--- src/rtl/systolic_pkg.sv ---
// Shared defaults, state encoding and tile select codes for the systolic array feeder.
package systolic_pkg;

    localparam int unsigned N        = 8;
    localparam int unsigned DIM      = 4;
    localparam int unsigned FEED_LEN = 3 * DIM - 2;

    localparam logic SEL_A = 1'b0;
    localparam logic SEL_B = 1'b1;

    typedef enum logic [1:0] {IDLE, CLEAR, FEED, DRAIN} state_e;

endpackage

--- src/rtl/tile_buffer.sv ---
// DIM x DIM x N register file with a row write port and all elements visible in parallel.
// Element (r,c) appears at data[(r*DIM+c)*N +: N].
module tile_buffer #(
    parameter int unsigned N      = systolic_pkg::N,
    parameter int unsigned DIM    = systolic_pkg::DIM,
    localparam int unsigned RW    = (DIM > 1) ? $clog2(DIM) : 1
) (
    input  logic                  clk,
    input  logic                  rst,
    input  logic                  wr_en,
    input  logic [RW-1:0]         wr_row,
    input  logic [DIM*N-1:0]      wr_data,
    output logic [DIM*DIM*N-1:0]  data
);

    logic [DIM-1:0][DIM*N-1:0] rows_q;

    always_ff @(posedge clk or posedge rst) begin
        if (rst) begin
            rows_q <= '0;
        end else if (wr_en) begin
            rows_q[wr_row] <= wr_data;
        end
    end

    assign data = rows_q;

endmodule

--- src/rtl/systolic_feeder.sv ---
// Buffers A/B tiles, feeds them skewed into a DIM x DIM systolic array and drains C.
// Define FEEDER_AUTOCLEAR_EN to prepend a DIM-cycle accumulator CLEAR phase to every run.
module systolic_feeder
    import systolic_pkg::*;
#(
    parameter int unsigned N      = systolic_pkg::N,
    parameter int unsigned DIM    = systolic_pkg::DIM,
    localparam int unsigned RW    = (DIM > 1) ? $clog2(DIM) : 1
) (
    input  logic              clk,
    input  logic              rst,
    input  logic              ld_valid,
    output logic              ld_ready,
    input  logic              ld_sel,
    input  logic [RW-1:0]     ld_row,
    input  logic [DIM*N-1:0]  ld_data,
    input  logic              start,
    output logic              busy,
    output logic              done,
    output logic [DIM*N-1:0]  a_edge,
    output logic [DIM*N-1:0]  b_edge,
    output logic [DIM*N-1:0]  c_edge,
    output logic              out_sign
);

    localparam int unsigned FEED_CYCLES = 3 * DIM - 2;
    localparam int unsigned CW          = $clog2(FEED_CYCLES + 1);

    state_e              state_q, state_d;
    logic [CW-1:0]       cnt_q, cnt_d;
    logic                done_q, done_d;
    logic                ld_fire;
    logic [DIM*DIM*N-1:0] a_tile, b_tile;

    assign ld_ready = (state_q == IDLE) && !start;
    assign ld_fire  = ld_valid && ld_ready;

    tile_buffer #(.N(N), .DIM(DIM)) u_a_buf (
        .clk     (clk),
        .rst     (rst),
        .wr_en   (ld_fire && (ld_sel == SEL_A)),
        .wr_row  (ld_row),
        .wr_data (ld_data),
        .data    (a_tile)
    );

    tile_buffer #(.N(N), .DIM(DIM)) u_b_buf (
        .clk     (clk),
        .rst     (rst),
        .wr_en   (ld_fire && (ld_sel == SEL_B)),
        .wr_row  (ld_row),
        .wr_data (ld_data),
        .data    (b_tile)
    );

    always_ff @(posedge clk or posedge rst) begin
        if (rst) begin
            state_q <= IDLE;
            cnt_q   <= '0;
            done_q  <= 1'b0;
        end else begin
            state_q <= state_d;
            cnt_q   <= cnt_d;
            done_q  <= done_d;
        end
    end

    always_comb begin
        state_d = state_q;
        cnt_d   = cnt_q;
        done_d  = 1'b0;
        unique case (state_q)
            IDLE: begin
                if (start) begin
`ifdef FEEDER_AUTOCLEAR_EN
                    state_d = CLEAR;
`else
                    state_d = FEED;
`endif
                    cnt_d = '0;
                end
            end
            CLEAR: begin
                if (cnt_q == CW'(DIM - 1)) begin
                    state_d = FEED;
                    cnt_d   = '0;
                end else begin
                    cnt_d = cnt_q + CW'(1);
                end
            end
            FEED: begin
                if (cnt_q == CW'(FEED_CYCLES - 1)) begin
                    state_d = DRAIN;
                    cnt_d   = '0;
                end else begin
                    cnt_d = cnt_q + CW'(1);
                end
            end
            DRAIN: begin
                if (cnt_q == CW'(DIM - 1)) begin
                    state_d = IDLE;
                    cnt_d   = '0;
                    done_d  = 1'b1;
                end else begin
                    cnt_d = cnt_q + CW'(1);
                end
            end
            default: state_d = IDLE;
        endcase
    end

    // Lane i carries A[i][k] and B[k][i] at feed step t = i + k.
    always_comb begin
        a_edge = '0;
        b_edge = '0;
        if (state_q == FEED) begin
            for (int i = 0; i < DIM; i++) begin
                for (int k = 0; k < DIM; k++) begin
                    if (int'(cnt_q) == i + k) begin
                        a_edge[i*N +: N] = a_tile[(i*DIM + k)*N +: N];
                        b_edge[i*N +: N] = b_tile[(k*DIM + i)*N +: N];
                    end
                end
            end
        end
    end

    assign busy     = (state_q != IDLE);
    assign done     = done_q;
    assign out_sign = (state_q == CLEAR) || (state_q == DRAIN);
    assign c_edge   = '0;

endmodule

--- config.mk ---
export PLATFORM = sky130hd
export DESIGN_NAME = systolic_feeder
export DESIGN_NICKNAME = d
export VERILOG_FILES = /design/src/rtl/systolic_pkg.sv /design/src/rtl/tile_buffer.sv /design/src/rtl/systolic_feeder.sv
export SDC_FILE = /design/constraint.sdc
export NUM_CORES = 1
export LEC_CHECK = 0
export ABC_CLOCK_PERIOD_IN_PS = 8200
export BUFFER_PORTS_ARGS = -buffer_cell sky130_fd_sc_hd__buf_2
export CORE_ASPECT_RATIO = 0.5
export CORE_MARGIN = 8
export CORE_UTILIZATION = 54
export DETAILED_ROUTE_END_ITERATION = 7
export PLACE_DENSITY = 0.78
export REMOVE_ABC_BUFFERS = 1
export SYNTH_ARGS = -nofsm -noshare
export SYNTH_HDL_FRONTEND = slang
export SYNTH_SLANG_ARGS = --single-unit
--- constraint.sdc ---
create_clock -name clk -period 8.2 [get_ports clk]
set_input_delay 1.23 -clock clk [delete_from_list [all_inputs] [get_ports clk]]
set_output_delay 1.23 -clock clk [all_outputs]
set_load 0.03 [all_outputs]
==> metrics.md <==
| Metric | Value |
|---|---|
| F_max | 206 MHz |
| Top post-synthesis cells by area | dfrtp_1 51%, mux2_2 17%, mux2_4 6.9%, a21oi_1 3.4%, nand3b_1 2.9% |
| CTS Buf Count | 24 |
| Clk_lat worst skew | 0.53 ns |
| Largest family of logic cells by synthesized area | multiplexers |
| Worst path cell trace | inv_1, ha_1, buf_4, or3_1, a21oi_1, o221a_2, buf_2 |
| Grt met2 use | 38.7% |
| CP endpoint kind | output port |
| HP Class | reg -> reg |
| RSZ-0062 raised after global routing | no |
| Vias in the first global route | 9774 |
| Initial Utilization | 54.6% |
| Most used flip-flop cell after synthesis | dfrtp_1 |
| Root buffer cell | clkbuf_16 |
| Final wirelength | 35.5 mm |
| Worst Min Path Start | u_b_buf.data[33] |
| DIE WIDTH | 236 um |
| Pwr dens | 330 nW/um2 |
| Vias per cell | 6.32 |
| Synth Instances | 1064 |
| Slowest CP cell | or3_1 |
| Mapped Area | 13000 um2 |
| Final hold slack | 0.506 ns |
| Met3 usage | 4.14% |
| Gr busiest metal | met2 |
| CTS H-tree depth | 1 |
| FF-to-FF End | u_b_buf.data[122] |
| Tot Pwr | 4.75 mW |
| Setup-failing EPs final | 0 |
| GRT met1 Usage | 30.6% |
| Final #Nets | 1165 |
| First-pass GRT wire length | 55.9 mm |
| Final cell count without fillers | 1455 |
| FF-to-FF setup slack | 4.98 ns |
| Compound-Gate Fraction of Synth Area | 10.0% |
| Synth Area in Simple Gates | 9.69% |
| Wire per inst | 24.4 um |
| Post-synth EDFFs | 0 |
| Worst-Margin Slew | 1.29 ns |
| CTS resizes | 0 |
| CTS max path bufs | 3 |
| N_diodes | 0 |
| Max IR drop VDD | 0.000199 V |
| Number of cells on the worst hold path | 1 |
| First-pass iteration count of the detailed router | 6 |
| Routability cong. | 0.796 |
| DP Worst Slack | 3.94 ns |
| Yosys warnings | 0 |
| Leakage | 7.04 nW |
| Adder-Cell Fraction of Synth Area | 0.385% |
| Min-Delay Endpoint | u_b_buf.data[33] |
| Post-route core utilization | 60.4% |
| Total gr overflow | 0 |
| Layout cells sized above 1 | 40.6% |
| Layout overhead on the synthesized area | 10.7% |
| Synth unique cells | 48 |
| Via count | 9198 |
| Max Slew Vio Count | 0 |
| Crit path time final | 4.86 ns |
| R2r startpoint | state_q[0] |
| Status | finished clean |
| Post CTS Setup Buffer Count | 0 |
| Commonest non-fill, non-tap cell in the layout | dfrtp_1 |
| Chip height | 126 um |
| CP max FO | 35 |
| Initial antenna violation count | 0 |
| Site Rows | 40 |
| Most frequent cells in the layout | 263 x dfrtp_1, 196 x mux2_2, 106 x buf_2 |
| GRT Total Usage | 23.4% |
| Final Hold Vio Count | 0 |
| Top cell type by total area after synthesis | dfrtp_1 |
| TritonCTS clock tree | built |
| Remaining antenna violation count | 0 |
| Post-Synth XOR/XNOR Area | 0.0673% |
| CORE AREA | 23800 um2 |
| Slew HR | 13.9% |
| Setup Skew | 0.0188 ns |
| Crit Path Category | reg -> out |
| Clk sinks | 263 |
| Syn_area_per_cell | 12.2 um2 |
| Worst-path clk slew | 0.07 ns |
| Cts hold-fix bufs | 0 |
| FF-to-FF path depth | 4 |
| Crit start category | flip-flop |
| Ports | 139 |
| Post-synth top area share | 50.6% |
| CP max stage delay | 0.81 ns |
| Synthesis-stage register bit count | 263 |
| 1st-iter DRT viols | 1031 |
| Die area | 29600 um2 |
| DRC Markers | 0 |
| Post-Place Cells | 1411 |
| Arrival time worst endpoint | 3.63 ns |
| Tcrit/Tclk final | 59.3% |
| Mux contribution to synthesized area | 24.0% |
| Register area share after synthesis | 50.6% |
| # port buffers | 106 |
| Post-route worst setup slack | 3.34 ns |
| Hpwl dp | 21.4 mm |
| CP required | 6.97 ns |
| Largest net degree at the start of global routing | 149 |
| # Max-Cap Violations | 0 |
| Ys async rst share | 100% |
## logic make-up (layout without fill, tap and decap cells)
logic type               Yosys count  in the layout
multiplexers                     257            257
adder cells (fa/ha/maj)            4              4
other                              1             32
AND/OR/NAND/NOR                  229            229
flip-flops                       263            263
buffers and inverters            130            175
AO/OA/AOI/OAI                    179            179
XOR/XNOR                           1              1
## where the power goes
part | switching (mW) | internal, mW | leakage (nW)
combinational | 1.05 | 0.652 | 3.08
clock | 0.488 | 0.684 | 0.399
sequential | 0.216 | 1.66 | 3.56
total | 1.75 | 2.99 | 7.04
## final cells by class
type	instances	area [um2]
Fill cell	1846	9430
Sequential cell	263	6580
Tap cell	315	394
Clock buffer	37	701
Multi-Input combinational cell	702	5890
Clock inverter	7	114
Inverter	6	30.0
Timing Repair Buffer	125	686
## worst max-delay path, delay by kind of cell (launching register included)
| family | cells | cell delay [ns] |
|---|---|---|
| AOI/OAI and AO/OA | 2 | 0.42 |
| DFF | 1 | 0.44 |
| adders and majority gates | 1 | 0.66 |
| and+or+nand+nor | 1 | 0.81 |
| buffers and inverters | 3 | 0.77 |
## synthesized netlist by cell type, types with 5 or more instances
library cell / n
a211oi_1: 9
a21o_1: 8
a21oi_1: 88
a222oi_1: 8
a2bb2oi_1: 8
buf_1: 5
buf_4: 35
buf_6: 8
clkbuf_1: 73
dfrtp_1: 263
inv_1: 6
mux2_2: 196
mux2_4: 60
nand2_1: 76
nand3b_1: 51
nor2_1: 52
nor3_1: 10
nor4_1: 15
o211a_1: 15
o21ai_0: 5
o221a_2: 32
## state kept, by name, indices dropped and copies added (netlist names)
signal and flops:
cnt_q 4, done 1, state_q 2, u_a_buf.data 128
u_b_buf.data 128
## per-stage QoR
stage | cell area [um2] | TNS [ns]
floorplan | 12500 | -71.06
global placement | 13600 | 0
detailed placement | 13600 | 0
CTS | 14400 | 0
global route | 14400 | 0
finish | 14400 | 0
## per-layer routing
metal	vias up	routed length [um]
met5	-	0
met4	0	1330
met3	98	2570
met2	393	16800
met1	4800	14800
li1	3907	-
## how the worst max path moves through the flow
stage	start	endpoint	slack, ns	cells after the start
2_1_floorplan	rst	cnt_q[0]	-0.27	1
3_3_place_gp	cnt_q[0]	a_edge[0]	4.04	7
3_5_place_dp	cnt_q[0]	a_edge[3]	3.94	7
4_1_cts	cnt_q[0]	a_edge[1]	3.39	7
5_1_grt	cnt_q[0]	a_edge[3]	3.15	7
6_report	cnt_q[0]	a_edge[1]	3.34	7
Note: power is estimated with default switching activity, not from simulation.
